## config.mk

```make
export PLATFORM = sky130hd
export DESIGN_NAME = regfile_debug_port
export DESIGN_NICKNAME = d
export VERILOG_FILES = /design/src/rtl/regfile_debug_port.sv
export SDC_FILE = /design/constraint.sdc
export NUM_CORES = 1
export LEC_CHECK = 0
export ABC_CLOCK_PERIOD_IN_PS = 5000
export CAP_MARGIN = 20
export CORE_MARGIN = 3
export CORE_UTILIZATION = 49
export CTS_CLUSTER_DIAMETER = 100
export DETAILED_ROUTE_END_ITERATION = 8
export PLACE_DENSITY = 0.85
export SLEW_MARGIN = 20
export SYNTH_ARGS = -nofsm -noshare
export SYNTH_HDL_FRONTEND = slang
export SYNTH_SLANG_ARGS = --single-unit
```

## constraint.sdc

```tcl
create_clock -name I_clk -period 5 [get_ports I_clk]
set_input_delay 1 -clock I_clk [delete_from_list [all_inputs] [get_ports I_clk]]
set_output_delay 1 -clock I_clk [all_outputs]
set_load 0.005 [all_outputs]
```

## src/rtl/regfile_debug_port.sv

```systemverilog
// Debug access port for a CPU register file.
// A request halts the CPU and waits for the halt acknowledge. It then performs
// a single read, a single write or a full 32-register dump through the
// register-file ports. Results come back as a stream of response beats with
// valid/ready flow control. Once the last beat is accepted, the halt request
// is released.
module regfile_debug_port #(
    parameter int HALT_TIMEOUT = 255
) (
    input  logic        I_clk,
    input  logic        I_rst_n,
    input  logic        I_req_valid,
    output logic        O_req_ready,
    input  logic        I_req_write,
    input  logic        I_req_dump,
    input  logic [4:0]  I_req_addr,
    input  logic [31:0] I_req_wdata,
    output logic        O_rsp_valid,
    input  logic        I_rsp_ready,
    output logic [31:0] O_rsp_data,
    output logic [4:0]  O_rsp_addr,
    output logic        O_rsp_err,
    output logic        O_rsp_last,
    output logic        O_halt_req,
    input  logic        I_halted,
    output logic [4:0]  O_rf_rs1,
    output logic [4:0]  O_rf_rs2,
    output logic [4:0]  O_rf_rd,
    output logic        O_rf_re,
    output logic        O_rf_we,
    output logic [31:0] O_rf_data,
    input  logic [31:0] I_rf_regval1,
    input  logic [31:0] I_rf_regval2
);

    // The wait counter only has to reach HALT_TIMEOUT-1; the timeout fires on that count.
    localparam int WAIT_W = (HALT_TIMEOUT > 1) ? $clog2(HALT_TIMEOUT) : 1;
    localparam logic [WAIT_W-1:0] WAIT_MAX = WAIT_W'(HALT_TIMEOUT - 1);

    typedef enum logic [2:0] {
        S_IDLE    = 3'd0,
        S_HALT    = 3'd1,
        S_ISSUE   = 3'd2,
        S_CAPTURE = 3'd3,
        S_RESP    = 3'd4,
        S_RELEASE = 3'd5
    } state_t;

    state_t             r_state;
    state_t             w_state_nxt;

    logic               r_started;
    logic               r_write;
    logic               r_dump;
    logic [4:0]         r_addr;
    logic [31:0]        r_wdata;
    logic [WAIT_W-1:0]  r_wait;
    logic               r_cap_wait;
    logic [3:0]         r_pair;
    logic               r_beat;
    logic [31:0]        r_cap2;

    logic               r_rsp_valid;
    logic [31:0]        r_rsp_data;
    logic [4:0]         r_rsp_addr;
    logic               r_rsp_err;
    logic               r_rsp_last;

    logic               w_accept;
    logic               w_rsp_hs;
    logic               w_timeout;
    logic               w_issue_en;
    logic               w_single_wr;
    logic               w_cap_done;

    // A request is taken only in IDLE, and only once the first clock after reset has passed.
    assign w_accept    = O_req_ready & I_req_valid;
    assign w_rsp_hs    = r_rsp_valid & I_rsp_ready;
    assign w_timeout   = (r_state == S_HALT) & ~I_halted & (r_wait == WAIT_MAX);
    // Register-file ports are touched only while the CPU confirms it is halted.
    assign w_issue_en  = (r_state == S_ISSUE) & I_halted;
    assign w_single_wr = ~r_dump & r_write;
    assign w_cap_done  = (r_state == S_CAPTURE) & r_cap_wait;

    // State register.
    always_ff @(posedge I_clk or negedge I_rst_n) begin
        if (!I_rst_n) begin
            r_state <= S_IDLE;
        end else begin
            r_state <= w_state_nxt;
        end
    end

    // Next-state decode.
    always_comb begin
        w_state_nxt = r_state;
        case (r_state)
            S_IDLE: begin
                if (w_accept) w_state_nxt = S_HALT;
            end
            S_HALT: begin
                if (I_halted)       w_state_nxt = S_ISSUE;
                else if (w_timeout) w_state_nxt = S_RESP;
            end
            S_ISSUE: begin
                // Stay here until the CPU confirms the halt again; the request is never abandoned.
                if (I_halted) w_state_nxt = w_single_wr ? S_RESP : S_CAPTURE;
            end
            S_CAPTURE: begin
                if (r_cap_wait) w_state_nxt = S_RESP;
            end
            S_RESP: begin
                if (w_rsp_hs) begin
                    if (r_rsp_last)          w_state_nxt = S_RELEASE;
                    else if (r_dump && r_beat) w_state_nxt = S_ISSUE;
                end
            end
            S_RELEASE: begin
                w_state_nxt = S_IDLE;
            end
            default: w_state_nxt = S_IDLE;
        endcase
    end

    // Output decode: handshake, halt request and register-file port drive.
    always_comb begin
        O_req_ready = r_started & (r_state == S_IDLE);
        O_halt_req  = (r_state == S_HALT) | (r_state == S_ISSUE) |
                      (r_state == S_CAPTURE) | (r_state == S_RESP);
        O_rf_re     = w_issue_en & ~w_single_wr;
        O_rf_we     = w_issue_en & w_single_wr & (r_addr != 5'd0);
        O_rf_rs1    = 5'd0;
        O_rf_rs2    = 5'd0;
        O_rf_rd     = 5'd0;
        O_rf_data   = 32'd0;
        if (O_rf_re) begin
            O_rf_rs1 = r_dump ? {r_pair, 1'b0} : r_addr;
            O_rf_rs2 = r_dump ? {r_pair, 1'b1} : 5'd0;
        end
        if (O_rf_we) begin
            O_rf_rd   = r_addr;
            O_rf_data = r_wdata;
        end
    end

    // Marks the first clock after reset release so the port does not advertise readiness in reset.
    always_ff @(posedge I_clk or negedge I_rst_n) begin
        if (!I_rst_n) begin
            r_started <= 1'b0;
        end else begin
            r_started <= 1'b1;
        end
    end

    // Request latch; a dump request masks the write flag.
    always_ff @(posedge I_clk or negedge I_rst_n) begin
        if (!I_rst_n) begin
            r_write <= 1'b0;
            r_dump  <= 1'b0;
            r_addr  <= 5'd0;
            r_wdata <= 32'd0;
        end else if (w_accept) begin
            r_write <= I_req_write & ~I_req_dump;
            r_dump  <= I_req_dump;
            r_addr  <= I_req_addr;
            r_wdata <= I_req_wdata;
        end
    end

    // Halt wait counter: restarts on every accepted request and counts cycles without acknowledge.
    always_ff @(posedge I_clk or negedge I_rst_n) begin
        if (!I_rst_n) begin
            r_wait <= '0;
        end else if (w_accept) begin
            r_wait <= '0;
        end else if ((r_state == S_HALT) && !I_halted && !w_timeout) begin
            r_wait <= r_wait + 1'b1;
        end
    end

    // Capture delay: registered read data is valid one cycle after the read enable.
    always_ff @(posedge I_clk or negedge I_rst_n) begin
        if (!I_rst_n) begin
            r_cap_wait <= 1'b0;
        end else if (w_issue_en) begin
            r_cap_wait <= 1'b0;
        end else if (r_state == S_CAPTURE) begin
            r_cap_wait <= 1'b1;
        end
    end

    // Dump sequencing: pair index and which beat of the pair is presented.
    always_ff @(posedge I_clk or negedge I_rst_n) begin
        if (!I_rst_n) begin
            r_pair <= 4'd0;
            r_beat <= 1'b0;
            r_cap2 <= 32'd0;
        end else if (w_accept) begin
            r_pair <= 4'd0;
            r_beat <= 1'b0;
        end else if (w_cap_done) begin
            r_beat <= 1'b0;
            r_cap2 <= I_rf_regval2;
        end else if ((r_state == S_RESP) && w_rsp_hs && r_dump && !r_rsp_last) begin
            // The pair index never advances past 15: beat 31 is the last and leaves via RELEASE.
            if (r_beat) r_pair <= r_pair + 1'b1;
            r_beat <= ~r_beat;
        end
    end

    // Response beat register: loaded on entry to RESP, held while stalled, cleared when consumed.
    always_ff @(posedge I_clk or negedge I_rst_n) begin
        if (!I_rst_n) begin
            r_rsp_valid <= 1'b0;
            r_rsp_data  <= 32'd0;
            r_rsp_addr  <= 5'd0;
            r_rsp_err   <= 1'b0;
            r_rsp_last  <= 1'b0;
        end else if (w_timeout) begin
            r_rsp_valid <= 1'b1;
            r_rsp_data  <= 32'd0;
            r_rsp_addr  <= r_addr;
            r_rsp_err   <= 1'b1;
            r_rsp_last  <= 1'b1;
        end else if (w_issue_en && w_single_wr) begin
            // Writing x0 is refused with an error beat and no write strobe.
            r_rsp_valid <= 1'b1;
            r_rsp_data  <= 32'd0;
            r_rsp_addr  <= r_addr;
            r_rsp_err   <= (r_addr == 5'd0);
            r_rsp_last  <= 1'b1;
        end else if (w_cap_done) begin
            r_rsp_valid <= 1'b1;
            r_rsp_err   <= 1'b0;
            if (r_dump) begin
                // x0 is architecturally zero regardless of what the port returns.
                r_rsp_data <= (r_pair == 4'd0) ? 32'd0 : I_rf_regval1;
                r_rsp_addr <= {r_pair, 1'b0};
                r_rsp_last <= 1'b0;
            end else begin
                r_rsp_data <= I_rf_regval1;
                r_rsp_addr <= r_addr;
                r_rsp_last <= 1'b1;
            end
        end else if ((r_state == S_RESP) && w_rsp_hs) begin
            if (r_dump && !r_beat && !r_rsp_last) begin
                r_rsp_valid <= 1'b1;
                r_rsp_data  <= r_cap2;
                r_rsp_addr  <= {r_pair, 1'b1};
                r_rsp_err   <= 1'b0;
                r_rsp_last  <= (r_pair == 4'd15);
            end else begin
                r_rsp_valid <= 1'b0;
                r_rsp_data  <= 32'd0;
                r_rsp_addr  <= 5'd0;
                r_rsp_err   <= 1'b0;
                r_rsp_last  <= 1'b0;
            end
        end
    end

    assign O_rsp_valid = r_rsp_valid;
    assign O_rsp_data  = r_rsp_data;
    assign O_rsp_addr  = r_rsp_addr;
    assign O_rsp_err   = r_rsp_err;
    assign O_rsp_last  = r_rsp_last;

endmodule

```

==> impl_metrics.json <==
{
  "cp_max_fo": 34,
  "path_delay_family": "buffers and inverters",
  "cp_data_required_time_ns": 4.00,
  "die_w_microns": 115,
  "tns_ns": 0,
  "cts_resized": 0,
  "gr-total-overflow": 0,
  "core-area_sq_um": 11600,
  "powerDensity_nw_per_um2": 489,
  "synthTopCellsByArea": "dfrtp_1 55%, nand2_1 14%, o2bb2ai_1 4.8%",
  "synth_top_flop_cell": "dfrtp_1",
  "cts-hold-fix-buffers": 0,
  "ys.warnings.count": 0,
  "start_kind": "primary input",
  "drv_slew": 0,
  "die_area_sq_um": 13300,
  "synth_top_area_share_pct": 55.1,
  "hpwlAfterDp_mm": 11.8,
  "synth.net_count": 730,
  "synthToLayoutAreaGrowth_pct": 45.6,
  "initial_utilization_pct": 50.6,
  "grt_max_degree": 64,
  "slowest_stage": "clkdlybuf4s50_1",
  "rsz0062_at_grt": "false",
  "p_leak_nw": 3.84,
  "fin_total_pwr_mw": 4.17,
  "fin_skew_ns": 0.00508,
  "numCtsBuffers": 17,
  "netlist_area_sq_um": 5850,
  "hold_violations": 0,
  "drt-total-wl_mm": 17.1,
  "syn_inst": 618,
  "wire_per_inst_microns": 17.7,
  "fillCellCount": 815,
  "cts_tree": "built",
  "synth_seq_cells": 129,
  "root_buffer": "clkbuf_16",
  "fin_crit_ns": 4.19,
  "design_area_sq_um": 8520,
  "nets": 922,
  "insertion_delay_ns": 0.41,
  "dpl_cell_area_sq_um": 7970,
  "cap_violations": 0,
  "peakVddDrop_mv": 0.245,
  "worst_path_largest_cell_delay_ns": 0.58,
  "die_h_microns": 115,
  "ant_nets": 0,
  "max-slew-margin-rel_pct": 38.0,
  "dr.pass1.iters": 5,
  "setup_violations": 0,
  "synth_common_cells": "217 x nand2_1, 129 x dfrtp_1, 41 x and2_1, 34 x a22oi_1, 32 x o2bb2ai_1",
  "outcome": "finished, final reports clean",
  "endpoint_kind": "output port",
  "yosysTopAreaCell": "dfrtp_1",
  "grt_pass1_vias": 5528,
  "post-synth-top-count-cell": "nand2_1",
  "clock_sinks": 129,
  "drtIter0Drc": 571,
  "h-tree-depth": 4,
  "async_flop_share_pct": 100,
  "synth-seq-area-share_pct": 55.1,
  "crit_path_cell_trace": "clkdlybuf4s50_1, nand4bb_1, nor2_1, buf_4, o21a_1, buf_4, and2_1, clkdlybuf4s50_1",
  "clock.fmax_ghz": 0.239,
  "fin_util_pct": 73.7,
  "via_per_inst": 5.59,
  "cp_num_buf_inv": 4,
  "gr-usage-all-layers_pct": 25.9,
  "min_path_type": "primary input to asynchronous set/reset pin",
  "critPathKind": "primary input to output port",
  "worstPathArrival_ns": 3.19,
  "gp_congestion": 0.878,
  "whs_ns": 0.378,
  "tightest_slew_ns": 0.906,
  "layout-drive-gt1-share_pct": 5.60,
  "antennaDiodeCount": 0,
  "vias": 5394,
  "boundaryPins": 199,
  "antenna_found_initial": 0,
  "synth.avg_cell_area_sq_um": 9.47,
  "drcViolationCount": 0,
  "clockBufferDepth": 2,
  "core.rowCount": 39,
  "path_clk_slew_ns": 0.05,
  "portBuffers": 198,
  "grt_pass1_wl_mm": 27.0,
  "synth_cell_type_count": 54,
  "synth_edf_count": 0,
  "cts_setup_buffers": 0,
  "post-route-period-util_pct": 83.8
}
==> area by class of cell <==
type                            instances  area [sq um]  share of cell area [%]
Tap cell                              143           179                    2.10
Timing Repair Buffer                  210          2070                    24.3
Multi-Input combinational cell        443          2460                    28.9
Sequential cell                       129          3230                    37.9
Clock inverter                          5          52.6                   0.616
Inverter                                9          33.8                   0.396
Clock buffer                           26           499                    5.86
==> through the flow <==
step           worst slack (ns)  instances
2_1_floorplan              1.90        618
3_3_place_gp              0.917        934
3_5_place_dp              0.844        934
4_1_cts                   0.816        965
5_1_grt                   0.664        965
6_report                  0.809        965
==> cell families (layout without fill, tap and decap cells) <==
family          Yosys count  in the layout  share of synthesized area [%]
compound gates          108            108                           14.5
xor+xnor                  6              6                          0.898
fa+ha+maj                 4              4                          0.855
buf+inv                  46            250                           3.23
flops                   129            129                           55.1
mux                       5              5                          0.855
other cells               1              1                         0.0641
simple gates            319            319                           24.4
==> worst register-to-register path, stage by stage, from the launching register on <==
cell and delay, ns:
dfrtp_1 0.54, nor4b_1 0.55, and2_1 0.67, buf_4 0.43
nand2_1 0.13, nand2_1 0.08
==> state kept, by name (all words and copies together) (netlist names) <==
register / flops
O_rsp_data: 32
r_cap2: 32
r_wdata: 32
r_wait: 8
O_rsp_addr: 5
r_addr: 5
r_pair: 4
r_state: 3
O_rsp_err: 1
O_rsp_last: 1
O_rsp_valid: 1
r_beat: 1
r_cap_wait: 1
r_dump: 1
r_started: 1
r_write: 1
==> power breakdown <==
group | switching (mW) | internal, mW
clock network | 0.424 | 0.731
logic | 0.611 | 0.633
registers | 0.318 | 1.45
==> path summary, 6_finish.rpt <==
path | from | endpoint | slack, ns | cells after the start
max | I_halted | O_rf_data[17] | 0.81 | 8
min | I_rst_n | O_rsp_data[31]$_DFFE_PN0P_ | 0.38 | 1
max reg2reg | r_state[0]$_DFFE_PN0P_ | r_wdata[29]$_DFFE_PN0P_ | 2.53 | 5
min reg2reg | r_wdata[22]$_DFFE_PN0P_ | r_wdata[22]$_DFFE_PN0P_ | 0.47 | 2
max in group asynchronous | I_rst_n | r_wdata[27]$_DFFE_PN0P_ | 3.66 | 2
min in group I_clk | r_wdata[22]$_DFFE_PN0P_ | r_wdata[22]$_DFFE_PN0P_ | 0.47 | 2
==> routing by layer <==
metal / up-vias / routed length, microns / GRT usage [%]
li1: 2490 / - / -
met3: 28 / 1530 / 6.84
met5: - / 0 / 0
met2: 266 / 7970 / 41.9
met1: 2610 / 7250 / 32.9
met4: 0 / 344 / 11.0
==> layout by cell type, fill, tap and decap left out, types with 4 or more instances in the layout <==
master,count
mux2i_1,5
clkdlybuf4s50_1,197
o2bb2ai_1,32
and3_1,6
o211ai_1,6
nand2_1,217
a22oi_1,34
nor2_1,17
clkbuf_8,4
nand2b_1,5
o21ai_0,7
a221o_1,5
nor3_1,4
and2_1,41
clkbuf_1,5
inv_1,9
clkbuf_16,17
nand3_1,7
buf_4,13
dfrtp_1,129
ha_1,4
(Power assumes the default switching activity.)
